File: config.mk
export PLATFORM = sky130hd
export DESIGN_NAME = line_buffer_scheduler
export DESIGN_NICKNAME = d
export VERILOG_FILES = /design/src/rtl/line_buffer_scheduler.sv
export SDC_FILE = /design/constraint.sdc
export NUM_CORES = 1
export LEC_CHECK = 0
export CORE_MARGIN = 1
export CORE_UTILIZATION = 45
export CTS_CLUSTER_SIZE = 28
export DETAILED_ROUTE_END_ITERATION = 12
export PLACE_DENSITY_LB_ADDON = 0.05
export SYNTH_ARGS = -nofsm -noshare
export SYNTH_HDL_FRONTEND = slang
export SYNTH_SLANG_ARGS = --single-unit
export TNS_END_PERCENT = 100
File: constraint.sdc
create_clock -name clk -period 4.75 [get_ports clk]
set_clock_uncertainty 0.05 [all_clocks]
set_input_delay 0.95 -clock clk [delete_from_list [all_inputs] [get_ports clk]]
set_output_delay 0.95 -clock clk [all_outputs]
set_load 0.1 [all_outputs]
File: src/rtl/line_buffer_scheduler.sv
// Ping-pong line-buffer capture sequencer: writes each incoming line to buffer 0/1
// through an Avalon-MM write master and hands completed buffers to the processor.
module line_buffer_scheduler #(
    parameter int BYTES_PER_WORD = 4,
    parameter int LINE_W         = 16
) (
    input  logic              clk,
    input  logic              reset_n,
    input  logic              start_capture,
    input  logic [LINE_W-1:0] capture_width,
    input  logic [LINE_W-1:0] capture_height,
    input  logic [31:0]       buff0_base,
    input  logic [31:0]       buff1_base,
    input  logic              buff0_clear,
    input  logic              buff1_clear,
    input  logic              in_valid,
    input  logic              in_sof,
    input  logic [31:0]       in_data,
    output logic              in_ready,
    output logic              mem_write,
    output logic [31:0]       mem_address,
    output logic [31:0]       mem_writedata,
    input  logic              mem_waitrequest,
    output logic              buff0full,
    output logic              buff1full,
    output logic              standby,
    output logic              frame_done,
    output logic [LINE_W-1:0] line_count,
    output logic              overrun,
    output logic              sync_err
);

    // state    | meaning
    // IDLE     | standby, waiting for a start_capture rising edge
    // WAIT_BUF | waiting for the target buffer to be released by the processor
    // FILL     | accepting pixel words and writing the current line
    // DONE     | one-cycle frame_done pulse, then back to IDLE
    typedef enum logic [1:0] {IDLE, WAIT_BUF, FILL, DONE} state_t;

    localparam int SHIFT = $clog2(BYTES_PER_WORD);

    state_t            state;
    state_t            state_nxt;
    logic              start_q;
    logic              sel;
    logic              synced;
    logic              last_pending;
    logic [LINE_W-1:0] width_r;
    logic [LINE_W-1:0] height_r;
    logic [LINE_W-1:0] word_cnt;
    logic [31:0]       base0_r;
    logic [31:0]       base1_r;

    logic              start_ok;
    logic              mem_done;
    logic              cur_full;
    logic              line_end;
    logic              frame_end;
    logic              accept;
    logic              write_beat;
    logic [31:0]       wr_addr;

    assign mem_done   = mem_write && !mem_waitrequest;
    assign cur_full   = sel ? buff1full : buff0full;
    assign start_ok   = start_capture && !start_q &&
                        (capture_width != '0) && (capture_height != '0);
    // An abort that lets the last write drain does not count as a completed line.
    assign line_end   = (state == FILL) && start_capture && mem_done && last_pending;
    assign frame_end  = line_end && ((line_count + LINE_W'(1)) == height_r);
    assign accept     = in_valid && in_ready;
    assign write_beat = accept && (synced || in_sof);
    assign wr_addr    = (sel ? base1_r : base0_r) + (32'(word_cnt) << SHIFT);
    assign standby    = (state == IDLE);

    always_comb begin
        state_nxt = state;
        in_ready  = 1'b0;
        case (state)
            IDLE: begin
                if (start_ok) state_nxt = WAIT_BUF;
            end
            WAIT_BUF: begin
                if (!start_capture) state_nxt = IDLE;
                else if (!cur_full) state_nxt = FILL;
            end
            FILL: begin
                if (!start_capture) begin
                    if (!mem_write || !mem_waitrequest) state_nxt = IDLE;
                end else begin
                    in_ready = !last_pending && (!mem_write || !mem_waitrequest);
                    if (line_end) state_nxt = frame_end ? DONE : WAIT_BUF;
                end
            end
            DONE: begin
                state_nxt = IDLE;
            end
            default: begin
                state_nxt = IDLE;
            end
        endcase
    end

    always_ff @(posedge clk or negedge reset_n) begin
        if (!reset_n) state <= IDLE;
        else          state <= state_nxt;
    end

    always_ff @(posedge clk or negedge reset_n) begin
        if (!reset_n) begin
            start_q       <= 1'b0;
            sel           <= 1'b0;
            synced        <= 1'b0;
            last_pending  <= 1'b0;
            width_r       <= '0;
            height_r      <= '0;
            word_cnt      <= '0;
            base0_r       <= '0;
            base1_r       <= '0;
            line_count    <= '0;
            overrun       <= 1'b0;
            sync_err      <= 1'b0;
            frame_done    <= 1'b0;
            mem_write     <= 1'b0;
            mem_address   <= '0;
            mem_writedata <= '0;
        end else begin
            start_q    <= start_capture;
            frame_done <= frame_end;

            if ((state == IDLE) && start_ok) begin
                width_r      <= capture_width;
                height_r     <= capture_height;
                base0_r      <= buff0_base;
                base1_r      <= buff1_base;
                line_count   <= '0;
                overrun      <= 1'b0;
                sync_err     <= 1'b0;
                synced       <= 1'b0;
                sel          <= 1'b0;
                last_pending <= 1'b0;
                word_cnt     <= '0;
            end

            if (state == WAIT_BUF) begin
                word_cnt     <= '0;
                last_pending <= 1'b0;
                if (cur_full && in_valid) overrun <= 1'b1;
            end

            if (write_beat) begin
                mem_write     <= 1'b1;
                mem_address   <= wr_addr;
                mem_writedata <= in_data;
                word_cnt      <= word_cnt + LINE_W'(1);
                if (word_cnt == (width_r - LINE_W'(1))) last_pending <= 1'b1;
            end else if (mem_done) begin
                mem_write <= 1'b0;
            end

            if (accept && in_sof) begin
                if (synced) sync_err <= 1'b1;
                else        synced   <= 1'b1;
            end

            if (line_end) begin
                sel          <= ~sel;
                line_count   <= line_count + LINE_W'(1);
                last_pending <= 1'b0;
            end
        end
    end

    // A completing line beats a same-cycle processor clear on that buffer.
    always_ff @(posedge clk or negedge reset_n) begin
        if (!reset_n) begin
            buff0full <= 1'b0;
            buff1full <= 1'b0;
        end else begin
            if (line_end && !sel)  buff0full <= 1'b1;
            else if (buff0_clear)  buff0full <= 1'b0;
            if (line_end && sel)   buff1full <= 1'b1;
            else if (buff1_clear)  buff1full <= 1'b0;
        end
    end

endmodule

[Yosys cells after proc, flatten, opt, wreduce, memory -nomap -nowiden]
Index checks and enable logic that the tools add are counted.
Operators by class
  mux-type cells: 38
  add/subtract/negate cells: 4
  eq/ne operators: 9
  bitwise operators: 1
  reductions and logical operators: 32
Operator list (count)
  2-to-1 mux 16 bit: 4
  adder 16 x 1 -> 16 bit (second input constant): 2
  adder 32 x 18 -> 32 bit: 1
  == test 16 bit: 2
  2-to-1 mux 32 bit: 1
  nonzero test 16 bit: 2
  2-to-1 mux 1 bit: 25
  logical AND 1 bit: 16
  subtractor 16 x 1 -> 16 bit (second input constant): 1
  2-to-1 mux 2 bit: 7
  one-hot mux 2 bit (4 select lines): 1
  nonzero test 2 bit: 4
  inequality test 3 bit (second input constant): 2
  logical NOT 1 bit: 5
  == test 2 bit (second input constant): 2
  AND reduction 4 bit: 1
  inequality test 3 x 2 -> 1 bit (second input constant): 1
  nonzero test 3 bit: 1
  == test 2 x 1 -> 1 bit (second input constant): 1
  logical NOT 2 bit: 1
  logical OR 1 bit: 2
  inequality test 2 x 1 -> 1 bit (second input constant): 1
  NOT 1 bit: 1
Word-level totals
  output and inout port bits: 88
  register bits after elaboration: 204
  bits of input ports: 136
  word-level logic and storage cells: 103

[Depth between registers and ports, before layout]
Gate-level depths: netlist of run 1.
  word-level depth: 10
  mapped depth: 14
  gate-level depth less buffers: 11

[Worst setup path after synthesis of run 1]
Ideal clock, no wire load.
  kind: input-to-reg
  from: input mem_waitrequest
  to: register last_pending
  slack: -242 ps
  stages: 7
  arrival: 4846 ps
  library setup time: 95 ps
  buffers on the path: 1
  data required time: 4605 ps
  cell sequence: nand2_1 > nor3b_1 > o211ai_1 > clkbuf_1 > nor4_1 > nand4_1 > o31ai_1
Between the ends
  word-level cells in the longest chain between the ends: 9
  elaborated cells on any way between the ends: 12
  classes of those cells: 4 x mux; 8 x reduce/logical
RTL lines
  start: declaration: line 23  | input logic mem_waitrequest,
  logical NOT 1 bit: line 90  | in_ready = !last_pending && (!mem_write || !mem_waitrequest);
  logical OR 1 bit: line 90
  logical AND 1 bit: line 90
  2-to-1 mux 1 bit: line 87  | if (!start_capture) begin
  2-to-1 mux 1 bit: line 78  | case (state)
  via in_ready: line 19  | output logic in_ready,
  logical AND 1 bit: line 70  | assign accept = in_valid && in_ready;
  logical AND 1 bit: line 71  | assign write_beat = accept && (synced || in_sof);
  2-to-1 mux 1 bit: line 150  | if (write_beat) begin
  2-to-1 mux 1 bit: line 165  | if (line_end) begin
  end signal: assignment: line 146  | last_pending <= 1'b0;
  end signal: assignment: line 155  | if (word_cnt == (width_r - LINE_W'(1))) last_pending <= 1'b1;
  end signal: assignment: line 168  | last_pending <= 1'b0;
  end: declaration: line 47  | logic last_pending;
The timed path passes the listed nets, and every way through them passes these cells.
A chain may end at the register's enable or synchronous reset.

[Worst setup path after layout of run 1]
  from: register sel
  to: register mem_address[31]
Between the ends
  word-level cells in the longest chain between the ends: 2
RTL lines
  start: declaration: line 45  | logic sel;
  start signal: assignment: line 166  | sel <= ~sel;
  2-to-1 mux 32 bit: line 72  | assign wr_addr = (sel ? base1_r : base0_r) + (32'(word_cnt) << SHIFT);
  adder 32 x 18 -> 32 bit: line 72
  end signal: assignment: line 152  | mem_address <= wr_addr;
  end: declaration: line 21  | output logic [31:0] mem_address,
Every way passes these cells.

==> metrics.cfg, run 1 <==
[pwr]
ir_drop_uv=559
leakage_nw=5.89
power_mw=8.18
powerDensity_mw_per_mm2=592

[grt]
track_usage=0.222
grt_pass1_vias=8414
grt_max_degree=94
grt_pass1_wl_um=43100
overflow=0
antenna_found_initial=0

[worst_setup_path]
cp.arrival_ps=4090
crit_type=flip-flop to flip-flop
end_kind=flip-flop
cp-start-kind=flip-flop
cp_max_fo=22
crit_required_ps=5090

[timing]
hold_ws_ps=420
rsz0062_at_grt=no
fin_crit_ps=3750
hold_viol_final=0
setup_viol_count_final=0
slew_violations=0
post-route-period-util=0.790
relSlewSlack=0.302
clock.fmax_mhz=267
tightest_slew_ps=1040
tns_ps=0

[final_layout]
n_antenna_cell=0
area_growth_pct=32.2
drive_gt1_frac=0.143
fin_cells=1540
fin_nets=1395
multi_input_area_mm2=0.00509
fillCellCount=1954
seqCellArea_mm2=0.00511

[clock_tree]
cts.sinks=204
post_cts_buffers=0
cts_max_path_buffers=3
clk_pin_slew_ps=60
cts_resized=0
cts_buffers=23
clockRootBuffer=clkbuf_16
hold_buffers=0
clock_latency_ps=500
cts_tree=yes
h-tree-depth=1

[detailed_routing]
vias=8393
routedWlPerCell_um=16.9
viasPerCell=5.45
drc=0
drt_first_pass_iters=4
finalWirelength_um=26100
antenna_left=0
first_iter_violations=344

[placed_design]
port_buffers=223
dp.final_hpwl_um=18600
dp.cells=1499
place_congestion=0.845

[yosys]
yosysMostFrequentCell=dfrtp_1
synth_edf_count=0
synthXorXnorAreaFrac=0.0512
synth_compound_area_frac=0.121
syn_nets=1186
synth-main-ff-cell=dfrtp_1
synth_cell_types=61
yosys-top-cells-count=dfrtp_1, nand2_1, mux2_2, o21ai_0, nor2_1
ys_seq_elements=204
synth_top_family_by_area=simple AND/OR/NAND/NOR gates
synth_cells=1030
synth_top_cell_by_area=dfrtp_1
yosysSeqAreaShare=0.489
muxShareOfSynthArea=0.139
synthTopCellsByArea=dfrtp_1, mux2_2, nand2_1
synthAdderAreaFrac=0.0247
synth_area_mm2=0.0104
synth-async-reset-ratio=1.00
yosysWarnings=0
syn_avg_cell_area_um2=10.1
synth_top_area_frac=0.489
yosys.area_share.simple=0.150

[floorplan]
die_height_um=154
io_pins=224
die-area_mm2=0.0238
die-width_um=154
rows=55
start_util=0.460
coreArea_mm2=0.0227

[job]
drv_cap=0

[min_path]
hold_class=flip-flop to flip-flop

[run_status]
status=completed

==> cells in the final DEF, fill, tap and decap left out, drive strengths merged, types with 5 or more instances in the layout <==
master / Yosys / final
o31ai: 6 / 6
bufinv: 0 / 5
clkbuf: 39 / 31
nor4: 16 / 16
nand2: 176 / 176
xnor2: 31 / 31
xor2: 30 / 30
a21oi: 44 / 44
a21o: 8 / 8
nor3: 6 / 6
and3: 11 / 11
mux2: 112 / 112
mux2i: 19 / 19
a211oi: 7 / 7
o211ai: 7 / 7
ha: 19 / 19
clkinv: 0 / 5
nand4: 13 / 13
clkdlybuf4s50: 0 / 221
nand2b: 6 / 6
nand3: 26 / 26
dfrtp: 204 / 204
inv: 17 / 17
nor2: 47 / 47
buf: 11 / 12
or3: 5 / 5
nor2b: 5 / 5
a31oi: 10 / 10
o21ai: 92 / 92
==> final timing paths <==
path	from	to	slack, ps	depth (start not counted)
setup / recovery	sel$_DFFE_PN0P_	mem_address[31]$_DFFE_PN0P_	1000	9
hold / removal	mem_writedata[31]$_DFFE_PN0P_	mem_writedata[31]$_DFFE_PN0P_	420	2
setup reg to reg	sel$_DFFE_PN0P_	mem_address[31]$_DFFE_PN0P_	1000	9
hold reg to reg	mem_writedata[31]$_DFFE_PN0P_	mem_writedata[31]$_DFFE_PN0P_	420	2
max in group asynchronous	reset_n	base0_r[22]$_DFFE_PN0P_	3230	2
min in group asynchronous	reset_n	line_count[12]$_DFFE_PN0P_	470	1
==> state kept, by name, summed over array words and instances (netlist names), 2 cells and up <==
name           count
height_r          16
base1_r           32
state              2
base0_r           32
mem_writedata     32
width_r           16
word_cnt          16
mem_address       32
line_count        16
==> critical path: stages (launching register included) <==
cell and delay [ps]:
dfrtp_2 700, mux2_2 410, ha_1 340, o21a_1 180
o211a_1 140, o21ai_0 180, a211o_1 410, a21oi_1 300
or4b_2 620, mux2_2 290
==> report_power, final <==
part           total (mW)  internal, mW  switching [mW]
Combinational        3.57          1.08            2.48
Sequential           2.64          2.26           0.383
Clock                1.97          1.25           0.716
Total                8.18          4.59            3.58
==> cell families after synthesis <==
group                    after synthesis
XOR/XNOR                              61
flip-flops                           204
AO/OA/AOI/OAI                        210
AND/OR/NAND/NOR                      337
multiplexers                         131
adder cells (fa/ha/maj)               20
buffers and inverters                 67
==> through the flow <==
step	util	setup slack, ps	area [um2]
finish	0.608	999	13800
global route	0.608	819	13800
CTS	0.608	1020	13800
detailed placement	0.571	1020	13000
global placement	0.571	1080	13000
floorplan	-	321	10400
==> metal layers <==
| layer | vias to the layer above | GRT usage | routed length [um] |
|---|---|---|---|
| met1 | 4086 | 0.295 | 11700 |
| met4 | 0 | 0.0457 | 445 |
| li1 | 4091 | - | - |
| met5 | - | 0 | 0 |
| met2 | 183 | 0.386 | 12800 |
| met3 | 33 | 0.0350 | 1110 |
==> final cells by class <==
| type | count | share of cell area |
|---|---|---|
| Clock buffer | 30 | 0.0479 |
| Clock inverter | 11 | 0.0135 |
| Inverter | 17 | 0.00462 |
| Multi-Input combinational cell | 759 | 0.369 |
| Sequential cell | 204 | 0.370 |
| Tap cell | 285 | 0.0258 |
| Timing Repair Buffer | 234 | 0.170 |
(Power assumes the default switching activity.)
==> run 2, diff against run 1 <==
- clock period: 4.75 -> 3.3 ns (I/O delays scaled with it)
==> metrics.cfg, run 2 (synthesis gave the netlist of run 1 again) <==
[detailed_routing]
antenna_left=0  ; unchanged
drt_first_pass_iters=4  ; unchanged
finalWirelength_um=25700  ; was 26100 um
routedWlPerCell_um=16.4  ; was 16.9 um
viasPerCell=5.35  ; was 5.45
first_iter_violations=368  ; was 344
drc=0  ; unchanged
vias=8383  ; was 8393

[floorplan]
start_util=0.460  ; unchanged
rows=55  ; unchanged
coreArea_mm2=0.0227  ; unchanged
die-area_mm2=0.0238  ; unchanged
io_pins=224  ; unchanged
die-width_um=154  ; unchanged
die_height_um=154  ; unchanged

[timing]
setup_slack_ps=159  ; was 999 ps
hold_ws_ps=115  ; was 420 ps
setup_viol_count_final=0  ; unchanged
tightest_slew_ps=599  ; was 1040 ps
post-route-period-util=0.952  ; was 0.790
relSlewSlack=0.601  ; was 0.302
slew_violations=0  ; unchanged
fin_crit_ps=3140  ; was 3750 ps
clock.fmax_mhz=318  ; was 267 MHz
hold_viol_final=0  ; unchanged
tns_ps=0  ; unchanged
rsz0062_at_grt=no  ; unchanged

[final_layout]
drive_gt1_frac=0.232  ; was 0.143
final_cell_mix=dfrtp_1, nand2_1, clkdlybuf4s50_1, buf_4, mux2_2  ; was clkdlybuf4s50_1, dfrtp_1, nand2_1, mux2_2, o21ai_0
final_common_cell=dfrtp_1  ; was clkdlybuf4s50_1
post-route-util=0.612  ; was 0.608
fin_nets=1421  ; was 1395
n_antenna_cell=0  ; unchanged
area_growth_pct=33.1  ; was 32.2%

[worst_setup_path]
max_stage_delay_ps=550  ; was 700 ps
end_kind=flip-flop  ; unchanged
crit_required_ps=3650  ; was 5090 ps
crit_type=flip-flop to flip-flop  ; unchanged
cp.arrival_ps=3490  ; was 4090 ps
worstPathCellList=buf_4, mux2_2, ha_1, o211ai_1, o21ai_2, o21ai_2, a211o_4, a21oi_2, or4b_4, mux2_2  ; was mux2_2, ha_1, o21a_1, o211a_1, o21ai_0, a211o_1, a21oi_1, or4b_2, mux2_2
cp_max_fo=10  ; was 22
cp-start-kind=flip-flop  ; unchanged
slowest_stage=dfrtp_4  ; was dfrtp_2

[pwr]
leakage_nw=6.18  ; was 5.89 nW
powerDensity_mw_per_mm2=831  ; was 592 mW/mm2
power_mw=11.5  ; was 8.18 mW
ir_drop_uv=557  ; was 559 uV

[grt]
grt_pass1_vias=8105  ; was 8414
grt_util_met2=0.342  ; was 0.386
grt-busiest-layer=met2  ; unchanged
grt_pass1_wl_um=42100  ; was 43100 um
track_usage=0.218  ; was 0.222
met1_usage=0.319  ; was 0.295
overflow=0  ; unchanged
grt_max_degree=107  ; was 94
grt_use_met3=0.0339  ; was 0.0350
antenna_found_initial=0  ; unchanged

[clock_tree]
clk_pin_slew_ps=60  ; about the same
clockRootBuffer=clkbuf_16  ; unchanged
cts_buffers=24  ; was 23
clock_latency_ps=510  ; was 500 ps
cts_max_path_buffers=3  ; unchanged
h-tree-depth=1  ; unchanged
hold_buffers=0  ; unchanged
cts_tree=yes  ; unchanged
cts.sinks=204  ; unchanged

[min_path]
hold_class=primary input to asynchronous set/reset pin  ; was flip-flop to flip-flop

[job]
drv_cap=0  ; unchanged

[run_status]
status=completed  ; unchanged

[placed_design]
place_congestion=0.887  ; was 0.845
dp.final_hpwl_um=18400  ; was 18600 um
pre_cts_slack_ps=45.4  ; was 1020 ps
port_buffers=223  ; unchanged

==> run 2: cell types whose count changed in the layout (fill, tap and decap cells not counted), sizes merged <==
| cell | change |
|---|---|
| clkbuf | +6 |
| clkdlybuf4s50 | -87 |
| buf | +112 |
| clkinvlp | -1 |
| bufinv | -3 |
==> run 2: critical path, delay by kind of cell, from the launching register on <==
family,cells,cell delay [ps]
flip-flops,1,550
buffers and inverters,1,170
adder cells (fa/ha/maj),1,330
AND/OR/NAND/NOR,1,470
AO/OA/AOI/OAI,5,920
multiplexers,2,540
==> run 2: what timing repair did <==
action / 4_1_cts / 5_1_grt
resized for setup: 0 / 5
setup endpoints to repair: 0 / 8
setup buffers: 0 / 6
==> run 2: where the power goes <==
part	internal, mW	total (mW)	switching, mW
clock network	1.63	2.64	1.01
logic	1.50	5.09	3.59
registers	3.25	3.81	0.562
==> run 2: layer usage <==
layer | share of wire | routed length, um | up-vias
met4 | 0.013 | 344 | 0
met1 | 0.48 | 12500 | 4018
met5 | 0 | 0 | -
li1 | - | - | 4140
met2 | 0.45 | 11600 | 204
met3 | 0.049 | 1270 | 21
==> run 2: stage by stage <==
| step | cells | area (um2) |
|---|---|---|
| floorplan | 1030 | 10600 |
| global placement | 1518 | 13000 |
| detailed placement | 1518 | 13000 |
| CTS | 1561 | 13800 |
| global route | 1567 | 13900 |
| finish | 1567 | 13900 |
==> run 2: final cells by class <==
class                      count  area, um2
timing repair buffer         259       2390
multi-input combinational    759       5190
clock buffer                  36        707
sequential                   204       5110
inverter                      17       63.8
tap                          285        357
fill                        1915       8810
clock inverter                 7       85.1
==> run 2: final timing paths <==
kind                                                   start                            end  slack, ps  cells after the start
worst min-delay path                                 reset_n  mem_writedata[13]$_DFFE_PN0P_        110                      1
max in group asynchronous                            reset_n         base0_r[3]$_DFFE_PN0P_       2220                      3
worst max-delay path                         sel$_DFFE_PN0P_    mem_address[31]$_DFFE_PN0P_        160                     10
min in group clk                mem_writedata[4]$_DFFE_PN0P_   mem_writedata[4]$_DFFE_PN0P_        420                      2
worst max register to register               sel$_DFFE_PN0P_    mem_address[31]$_DFFE_PN0P_        160                     10
worst min register to register  mem_writedata[4]$_DFFE_PN0P_   mem_writedata[4]$_DFFE_PN0P_        420                      2
==> run 3, diff against run 2 <==
- CAP_MARGIN: not set -> 10
- clock period: 3.3 -> 3.25 ns (I/O delays scaled with it)
==> metrics.cfg, run 3 (synthesis gave the netlist of run 1 again) <==
[grt]
track_usage=0.220  ; was 0.218
grt_max_degree=60  ; was 107
grt_pass1_vias=7991  ; was 8105
antenna_found_initial=0  ; unchanged
grt_pass1_wl_um=42400  ; was 42100 um
overflow=0  ; unchanged

[worst_setup_path]
cp-startpoint=sel$_DFFE_PN0P_  ; unchanged
path_common_cell=mux2_2
max_stage_delay_ps=470  ; was 550 ps
end_kind=flip-flop  ; unchanged
crit_type=flip-flop to flip-flop  ; unchanged
cp_max_fo=8  ; was 10
cp.arrival_ps=3480  ; was 3490 ps
crit_required_ps=3600  ; was 3650 ps
slowest_stage=dfrtp_2  ; was dfrtp_4
worst-path-buf-inv=1  ; unchanged
timing.rr.start=sel$_DFFE_PN0P_  ; unchanged
worstPathCellList=buf_4, mux2_2, ha_1, a21oi_1, and3_1, a211o_1, a21oi_2, or4b_4, mux2_2  ; was buf_4, mux2_2, ha_1, o211ai_1, o21ai_2, o21ai_2, a211o_4, a21oi_2, or4b_4, mux2_2
crit_family=simple AND/OR/NAND/NOR gates  ; was compound AO/OA/AOI/OAI gates
cp-start-kind=flip-flop  ; unchanged

[pwr]
power_frac_comb=0.441  ; about the same
p_sw_mw=5.27  ; was 5.17 mW
p_int_mw=6.47  ; was 6.38 mW
swShare=0.449  ; was 0.447
leakage_nw=6.18  ; about the same
pwr-share-seq=0.330  ; about the same
power_mw=11.7  ; was 11.5 mW
pwr-share-clk=0.229  ; about the same
powerDensity_mw_per_mm2=843  ; was 831 mW/mm2
ir_drop_uv=644  ; was 557 uV

[final_layout]
area_growth_pct=33.3  ; was 33.1%
fin_nets=1423  ; was 1421
drive_gt1_frac=0.236  ; was 0.232
final_common_cell=dfrtp_1  ; unchanged
fin_cells=1570  ; was 1567
n_antenna_cell=0  ; unchanged
final_cell_mix=dfrtp_1, nand2_1, clkdlybuf4s50_1, buf_4, mux2_2  ; unchanged
post-route-util=0.613  ; was 0.612

[floorplan]
die-area_mm2=0.0238  ; unchanged
coreArea_mm2=0.0227  ; unchanged
start_util=0.460  ; unchanged
rows=55  ; unchanged
io_pins=224  ; unchanged
die-width_um=154  ; unchanged
die_height_um=154  ; unchanged

[clock_tree]
clock_latency_ps=520  ; was 510 ps
cts_buffers=24  ; unchanged
cts_max_path_buffers=3  ; unchanged
cts_tree=yes  ; unchanged
clk_pin_slew_ps=60  ; about the same
hold_buffers=0  ; unchanged
h-tree-depth=1  ; unchanged
clockRootBuffer=clkbuf_16  ; unchanged
cts.sinks=204  ; unchanged

[timing]
slew_violations=0  ; unchanged
post-route-period-util=0.961  ; was 0.952
hold_ws_ps=55.5  ; was 115 ps
relSlewSlack=0.525  ; was 0.601
tns_ps=0  ; unchanged
setup_viol_count_final=0  ; unchanged
hold_viol_final=0  ; unchanged
clock.fmax_mhz=320  ; was 318 MHz
tightest_slew_ps=709  ; was 599 ps
fin_crit_ps=3120  ; was 3140 ps

[detailed_routing]
vias=8376  ; was 8383
routedWlPerCell_um=16.4  ; about the same
drt_first_pass_iters=4  ; unchanged
drc=0  ; unchanged
antenna_left=0  ; unchanged
viasPerCell=5.34  ; was 5.35
finalWirelength_um=25800  ; was 25700 um
first_iter_violations=324  ; was 368

[placed_design]
dp.final_hpwl_um=18900  ; was 18400 um
dp.cells=1522  ; was 1518
port_buffers=223  ; unchanged
place_congestion=0.836  ; was 0.887

[job]
drv_cap=0  ; unchanged

[min_path]
hold_class=primary input to asynchronous set/reset pin  ; unchanged

[run_status]
status=completed  ; unchanged

==> run 3: cell types whose count changed in the layout (fill, tap and decap cells not counted), sizes merged <==
cell,delta
buf,+2
inv,+1
clkinvlp,+2
clkbuf,-1
clkinv,-1
==> run 3: path summary, 6_finish.rpt <==
check,endpoint,slack [ps],depth (start not counted)
worst max-delay path,mem_address[31]$_DFFE_PN0P_,130,9
min in group clk,mem_writedata[11]$_DFFE_PN0P_,420,2
max in group asynchronous,mem_address[29]$_DFFE_PN0P_,2280,3
worst max register to register,mem_address[31]$_DFFE_PN0P_,130,9
worst min register to register,mem_writedata[11]$_DFFE_PN0P_,420,2
worst min-delay path,mem_writedata[4]$_DFFE_PN0P_,60,1
==> run 3: layout make-up <==
type / count / area (um2)
multi-input cells: 759 / 5200
fillers: 1957 / 8790
repair buffers: 261 / 2390
well taps: 285 / 357
flip-flops and latches: 204 / 5110
clock buffers: 35 / 692
clock inverters: 9 / 115
inverters: 17 / 63.8
==> run 3: per-layer routing <==
layer | wire length [um] | GRT usage | vias up
met2 | 11500 | 0.339 | 198
li1 | - | - | 4167
met5 | 0 | 0 | -
met3 | 1270 | 0.0359 | 25
met1 | 12600 | 0.328 | 3986
met4 | 402 | 0.0429 | 0
==> run 3: timing repair <==
item	CTS	global route
setup endpoints to repair	6	9
pin swaps	0	2
resized for setup	1	5
buffers inserted	0	4
==> run 3: power by group through the flow <==
| stage | registers (mW) | clock network (mW) | logic (mW) |
|---|---|---|---|
| global route | 3.97 | 2.88 | 5.46 |
| detailed placement | 3.91 | 0 | 5.19 |
| finish | 3.87 | 2.69 | 5.18 |
| CTS | 3.87 | 2.77 | 5.20 |
| global placement | 3.89 | 0 | 5.14 |
| floorplan | 6.26 | 0 | 1.50 |
==> run 3: metrics by stage <==
step	setup WS, ps	instance area [um2]
after CTS	12.6	13900
after detailed placement	-76.9	13100
after global routing	-4.84	13900
after global placement	0.262	13100
after floorplan	-166	10600
final	127	13900
